[config.mk]
export PLATFORM = sky130hd
export DESIGN_NAME = bus_arbiter_flat
export DESIGN_NICKNAME = d
export VERILOG_FILES = /design/src/rtl/bus_pkg.sv /design/src/rtl/bus_arbiter_if.sv /design/src/rtl/bus_arbiter_rr_pick.sv /design/src/rtl/bus_arbiter.sv /design/src/flat_wrapper.sv
export SDC_FILE = /design/constraint.sdc
export NUM_CORES = 1
export LEC_CHECK = 0
export ABC_AREA = 1
export CAP_MARGIN = 10
export CELL_PAD_IN_SITES_DETAIL_PLACEMENT = 2
export CELL_PAD_IN_SITES_GLOBAL_PLACEMENT = 2
export CORE_ASPECT_RATIO = 1.4
export CORE_UTILIZATION = 33
export DETAILED_ROUTE_END_ITERATION = 7
export PLACE_DENSITY = 0.83
export SLEW_MARGIN = 25
export SYNTH_ARGS = -nofsm -noshare
export SYNTH_HDL_FRONTEND = slang
export SYNTH_SLANG_ARGS = --single-unit
[constraint.sdc]
create_clock -name clk -period 4.7 [get_ports clk]
set_input_delay 0.705 -clock clk [delete_from_list [all_inputs] [get_ports clk]]
set_output_delay 0.705 -clock clk [all_outputs]
set_load 0.1 [all_outputs]
[src/rtl/bus_pkg.sv]
// Shared definitions for the internal data bus arbiter: state encoding and defaults.
package bus_pkg;

  localparam int unsigned BUS_W        = 8;
  localparam int unsigned N_MASTERS_DEF = 4;
  localparam int unsigned MAX_HOLD_DEF  = 15;
  localparam int unsigned HOLD_W        = 8;

  typedef enum logic [1:0] {
    ARB_IDLE  = 2'd0,
    ARB_GRANT = 2'd1,
    ARB_TURN  = 2'd2
  } arb_state_t;

endpackage

[src/rtl/bus_arbiter_if.sv]
// Request/enable bundle between the bus masters and the arbiter.
interface bus_arbiter_if
  import bus_pkg::*;
#(
  parameter int unsigned N_MASTERS = N_MASTERS_DEF,
  parameter int unsigned ID_W      = 2
);
  logic [N_MASTERS-1:0] req;
  logic [N_MASTERS-1:0] en;
  logic                 busy;
  logic [ID_W-1:0]      owner_id;
  logic                 timeout;

  modport master (output req, input en, busy, owner_id, timeout);
  modport slave  (input req, output en, busy, owner_id, timeout);
endinterface

[src/rtl/bus_arbiter_rr_pick.sv]
// Combinational round-robin picker: first set req bit scanning upward from ptr, wrapping.
module rr_pick #(
  parameter int unsigned N_MASTERS = 4,
  parameter int unsigned ID_W      = 2
) (
  input  logic [N_MASTERS-1:0] req,
  input  logic [ID_W-1:0]      ptr,
  output logic [N_MASTERS-1:0] onehot,
  output logic [ID_W-1:0]      idx,
  output logic                 any
);
  int unsigned pos;

  always_comb begin
    onehot = '0;
    idx    = '0;
    any    = 1'b0;
    pos    = 0;
    for (int unsigned k = 0; k < N_MASTERS; k++) begin
      pos = (32'(ptr) + k) % N_MASTERS;
      if (!any && req[pos]) begin
        any = 1'b1;
        idx = ID_W'(pos);
      end
    end
    if (any) onehot = N_MASTERS'(1) << idx;
  end
endmodule

[src/rtl/bus_arbiter.sv]
// Round-robin bus arbiter with hold timeout; registered one-hot tristate enables.
// Define ARB_TURNAROUND_EN to insert one bus-idle cycle between owners.
module bus_arbiter
  import bus_pkg::*;
#(
  parameter int unsigned N_MASTERS = N_MASTERS_DEF,
  parameter int unsigned MAX_HOLD  = MAX_HOLD_DEF,
  parameter int unsigned ID_W      = 2
) (
  input  logic          clk,
  input  logic          rst,
  bus_arbiter_if.slave  bus
);
  localparam logic [HOLD_W-1:0] HOLD_LAST = HOLD_W'(MAX_HOLD - 1);
  localparam logic [HOLD_W-1:0] HOLD_MAX  = HOLD_W'(MAX_HOLD);

  arb_state_t           r_state, w_state_nx;
  logic [ID_W-1:0]      r_ptr, w_ptr_nx;
  logic [ID_W-1:0]      r_owner, w_owner_nx;
  logic [HOLD_W-1:0]    r_hold, w_hold_nx;
  logic [N_MASTERS-1:0] r_en, w_en_nx;
  logic                 r_timeout, w_timeout_nx;

  logic [N_MASTERS-1:0] w_pick_oh;
  logic [ID_W-1:0]      w_pick_idx;
  logic                 w_pick_any;
  logic                 w_others;
  logic                 w_release;
  logic                 w_arb;

  rr_pick #(
    .N_MASTERS (N_MASTERS),
    .ID_W      (ID_W)
  ) u_pick (
    .req    (bus.req),
    .ptr    (r_ptr),
    .onehot (w_pick_oh),
    .idx    (w_pick_idx),
    .any    (w_pick_any)
  );

  always_comb begin
    w_state_nx   = r_state;
    w_ptr_nx     = r_ptr;
    w_owner_nx   = r_owner;
    w_hold_nx    = r_hold;
    w_en_nx      = r_en;
    w_timeout_nx = 1'b0;
    w_release    = 1'b0;
    w_arb        = 1'b0;
    w_others     = |(bus.req & ~r_en);

    case (r_state)
      ARB_GRANT: begin
        if (!bus.req[r_owner]) begin
          w_release = 1'b1;
        // >= so a saturated hold still yields once someone else starts waiting
        end else if ((r_hold >= HOLD_LAST) && w_others) begin
          w_release    = 1'b1;
          w_timeout_nx = 1'b1;
        end else if (r_hold != HOLD_MAX) begin
          w_hold_nx = r_hold + HOLD_W'(1);
        end
      end
      default: w_arb = 1'b1;
    endcase

`ifdef ARB_TURNAROUND_EN
    if (w_release) begin
      w_state_nx = ARB_TURN;
      w_en_nx    = '0;
      w_owner_nx = '0;
    end
`else
    if (w_release) w_arb = 1'b1;
`endif

    // r_ptr already sits just past the owner, so the released owner is scanned last
    if (w_arb) begin
      if (w_pick_any) begin
        w_state_nx = ARB_GRANT;
        w_en_nx    = w_pick_oh;
        w_owner_nx = w_pick_idx;
        w_hold_nx  = '0;
        w_ptr_nx   = (w_pick_idx == ID_W'(N_MASTERS - 1)) ? '0 : w_pick_idx + ID_W'(1);
      end else begin
        w_state_nx = ARB_IDLE;
        w_en_nx    = '0;
        w_owner_nx = '0;
      end
    end
  end

  always_ff @(posedge clk or posedge rst) begin
    if (rst) begin
      r_state   <= ARB_IDLE;
      r_ptr     <= '0;
      r_owner   <= '0;
      r_hold    <= '0;
      r_en      <= '0;
      r_timeout <= 1'b0;
    end else begin
      r_state   <= w_state_nx;
      r_ptr     <= w_ptr_nx;
      r_owner   <= w_owner_nx;
      r_hold    <= w_hold_nx;
      r_en      <= w_en_nx;
      r_timeout <= w_timeout_nx;
    end
  end

  assign bus.en       = r_en;
  assign bus.busy     = |r_en;
  assign bus.owner_id = r_owner;
  assign bus.timeout  = r_timeout;
endmodule
[src/flat_wrapper.sv]
// flat-port wrapper written by rule: the top's interface ports become plain ports
module bus_arbiter_flat import bus_pkg::*;
#(
  parameter int unsigned N_MASTERS = N_MASTERS_DEF,
  parameter int unsigned MAX_HOLD  = MAX_HOLD_DEF,
  parameter int unsigned ID_W      = 2
)
  (clk, rst, bus_req, bus_en, bus_busy, bus_owner_id, bus_timeout);
  bus_arbiter_if #(.N_MASTERS(N_MASTERS), .ID_W(ID_W)) bus_i ();
  input  logic clk;
  input  logic rst;
  input wire logic [$bits(bus_i.req)-1:0] bus_req;
  output wire logic [$bits(bus_i.en)-1:0] bus_en;
  output wire logic [$bits(bus_i.busy)-1:0] bus_busy;
  output wire logic [$bits(bus_i.owner_id)-1:0] bus_owner_id;
  output wire logic [$bits(bus_i.timeout)-1:0] bus_timeout;
  assign bus_i.req = bus_req;
  assign bus_en = bus_i.en;
  assign bus_busy = bus_i.busy;
  assign bus_owner_id = bus_i.owner_id;
  assign bus_timeout = bus_i.timeout;
  bus_arbiter #(.N_MASTERS(N_MASTERS), .MAX_HOLD(MAX_HOLD), .ID_W(ID_W)) u_core (.clk(clk), .rst(rst), .bus(bus_i));
endmodule
==> impl_metrics.py <==
metrics = {
    "timing": {
        "timing.hold.ws_ns": 0.558,
        "min_period_ns": 2.68,
        "tightest_slew_ns": 0.994,
        "report.final.slew_viol_count": 0,
        "hold_viol": 0,
        "fin_crit_sh_pct": 57.1,
        "setup_tns_ns": 0,
        "rsz0062_at_grt": "false",
        "skew_ns": 0.00538,
        "maxSlewHeadroom_pct": 33.5,
        "fmax_mhz": 373,
        "setup_viol": 0,
    },
    "yosys": {
        "yosys.cell_types.count": 23,
        "syn_inst": 206,
        "syn_avg_cell_area_sq_um": 6.74,
        "syn_area_sq_um": 1390,
        "yosysSeqAreaShare_pct": 32.5,
        "synth-seq-cells": 18,
        "ys.warnings.count": 0,
        "syn-num-nets": 218,
    },
    "global_routing": {
        "grt_usage_pct": 21.7,
        "grt_start_max_net_pins": 19,
        "overflow": 0,
        "grt_pass1_wl_microns": 7420,
        "antenna_found_initial": 0,
        "grt_pass1_vias": 1568,
    },
    "floorplanning": {
        "core_area_sq_um": 3990,
        "initial_core_util_pct": 34.8,
        "die-area_sq_um": 4470,
        "io_pins": 14,
        "die_w_microns": 56.8,
        "floorplan.die.height_microns": 78.7,
        "num_rows": 27,
    },
    "critical_path": {
        "cp_max_fo": 3,
        "start_kind": "register",
        "slowest_stage": "clkdlybuf4s50_1",
        "path_cells": "inv_1 > nand4_1 > clkdlybuf4s50_1",
        "worst_path_largest_cell_delay_ns": 1.13,
        "regToRegEndpoint": "u_core.r_ptr[1]",
        "crit_type": "reg -> out",
        "arrival_ns": 1.98,
        "worstPathRequired_ns": 3.99,
        "endpoint_kind": "output port",
        "r2r_cells": 12,
        "rrSetupSlack_ns": 2.66,
        "r2r_start": "u_core.r_ptr[0]",
    },
    "layout": {
        "syn_to_final_growth_pct": 15.6,
        "multi_input_comb_area_sq_um": 744,
        "layout.cells.non_filler": 264,
        "fin_nets": 234,
        "seqCellArea_sq_um": 450,
        "drive_above_1_share_pct": 11.3,
        "antenna_cells": 0,
        "fillers": 497,
    },
    "clock_network": {
        "max-clock-path-buffers": 2,
        "cts_resized": 0,
        "post-cts-setup-buffer-count": 0,
        "cts_tree": "yes",
        "cts-root-buf": "clkbuf_8",
        "htreeDepth": 1,
        "cts.reportedPaths.clkPinSlew_ns": 0.07,
        "cts_buffers": 3,
        "clkSinkCount": 18,
        "clkLatencyLatePin_ns": 0.26,
        "holdBufCountCts": 0,
    },
    "routing": {
        "antenna_left": 0,
        "drc_errors": 0,
        "via_count": 1342,
        "drtIter0Drc": 27,
        "routed_wl_microns": 4350,
        "drtPass1Iterations": 4,
        "viasPerCell": 5.08,
        "routedWlPerCell_microns": 16.5,
    },
    "min_path": {
        "hold_path_class": "reg -> reg",
        "min_path_cells": 2,
        "hp-start": "u_core.bus.owner_id[1]",
        "holdPathEnd": "u_core.bus.owner_id[1]",
    },
    "placement": {
        "gp_congestion": 0.787,
        "placedCellCount": 260,
        "dp.final_hpwl_microns": 3610,
        "io_buffer_count": 13,
    },
    "power": {
        "vdd_ir_drop_max_uv": 324,
        "p_leak_nw": 0.923,
        "pwr-share-seq_pct": 19.5,
        "internal-power_mw": 0.520,
        "switchingPower_mw": 0.755,
        "combPwrFrac_pct": 70.4,
        "power.share.clock_pct": 10.1,
        "swShare_pct": 59.2,
        "power_density_nw_per_um2": 795,
    },
    "run": {
        "drv_cap": 0,
    },
    "outcome": {
        "status": "completed",
    },
}
==> area by class of cell <==
type,instances,share of cell area [%]
multi-input combinational,142,46.4
sequential,18,28.1
inverter,44,10.6
timing repair buffer,13,8.11
clock buffer,4,3.43
tap,43,3.35
==> cell usage in the layout, fill, tap and decap left out, drive strengths merged <==
cell,synthesis,layout
nor3,1,1
nand3b,2,2
o22ai,4,4
dfrtp,18,18
nand2,77,77
inv,44,44
xor2,1,1
clkdlybuf4s50,0,13
nor2,18,18
clkbuf,0,4
a21oi,1,1
o21ai,3,3
nand3,24,24
nand4,5,5
ha,6,6
==> cell families (layout without fill, tap and decap cells) <==
| group | count (synthesis) | after routing | synth area share [%] |
|---|---|---|---|
| XOR/XNOR | 1 | 1 | 0.631 |
| buffers and inverters | 46 | 61 | 13.9 |
| adder cells (fa/ha/maj) | 6 | 6 | 5.41 |
| flip-flops | 18 | 18 | 32.5 |
| AO/OA/AOI/OAI | 8 | 8 | 3.52 |
| AND/OR/NAND/NOR | 127 | 127 | 44.1 |
==> worst max path at each step <==
stage                startpoint         endpoint  slack (ns)  depth (start not counted)
2_1_floorplan  u_core.bus.en[3]         bus_busy        2.11                          2
3_3_place_gp         bus_req[3]  u_core.r_ptr[1]        2.12                         12
3_5_place_dp         bus_req[3]  u_core.r_ptr[1]        2.01                         13
4_1_cts        u_core.bus.en[2]         bus_busy        2.01                          3
5_1_grt        u_core.bus.en[2]         bus_busy        1.97                          3
6_report       u_core.bus.en[3]         bus_busy        2.02                          3
==> cells in the mapped netlist, drive strengths merged <==
library cell,n,share of area [%]
xor2,1,0.63
nand2,77,24
nand4,5,2.3
nor2,18,6.6
nor3,1,0.36
o22ai,4,1.8
o21ai,3,1.4
dfrtp,18,32
inv,44,12
ha,6,5.4
a21oi,1,0.36
nand3,24,9.0
buf,2,1.6
nand3b,2,2.0
==> power groups by stage <==
| stage | logic (mW) | registers (mW) | clock network (mW) |
|---|---|---|---|
| finish | 0.898 | 0.249 | 0.128 |
| global route | 0.994 | 0.257 | 0.138 |
| CTS | 0.914 | 0.251 | 0.132 |
| detailed placement | 0.908 | 0.252 | 0 |
| global placement | 0.861 | 0.249 | 0 |
| floorplan | 0.587 | 0.369 | 0 |
==> flip-flops by register name, indices dropped and copies added, names as in the netlist <==
signal	count
u_core.bus.en	4
u_core.r_ptr	2
u_core.bus.timeout	1
u_core.r_hold	8
u_core.r_state	1
u_core.bus.owner_id	2
==> metrics by stage <==
| stage | util, % | total power, mW | worst slack (ns) | area (sq um) |
|---|---|---|---|---|
| global placement | 38.9 | 1.11 | 2.12 | 1550 |
| finish | 40.2 | 1.28 | 2.02 | 1600 |
| floorplan | - | 0.956 | 2.11 | 1390 |
| global route | 40.2 | 1.39 | 1.97 | 1600 |
| detailed placement | 38.9 | 1.16 | 2.01 | 1550 |
| CTS | 40.2 | 1.30 | 2.01 | 1600 |
==> critical path, delay by kind of cell, from the launching register on <==
| family | cells | cell delay [ns] |
|---|---|---|
| buf+inv | 2 | 1.24 |
| flops | 1 | 0.36 |
| simple gates | 1 | 0.12 |
==> metal layers <==
| layer | part of all wire [%] | global-route usage (%) | routed length, microns | vias up |
|---|---|---|---|---|
| met5 | 0 | 0 | 0 | - |
| met4 | 3.5 | 10.0 | 152 | 0 |
| met3 | 1.2 | 1.95 | 53 | 11 |
| met2 | 59 | 44.4 | 2570 | 16 |
| met1 | 36 | 21.2 | 1570 | 659 |
| li1 | - | - | - | 656 |
Note: power is estimated with default switching activity, not from simulation.
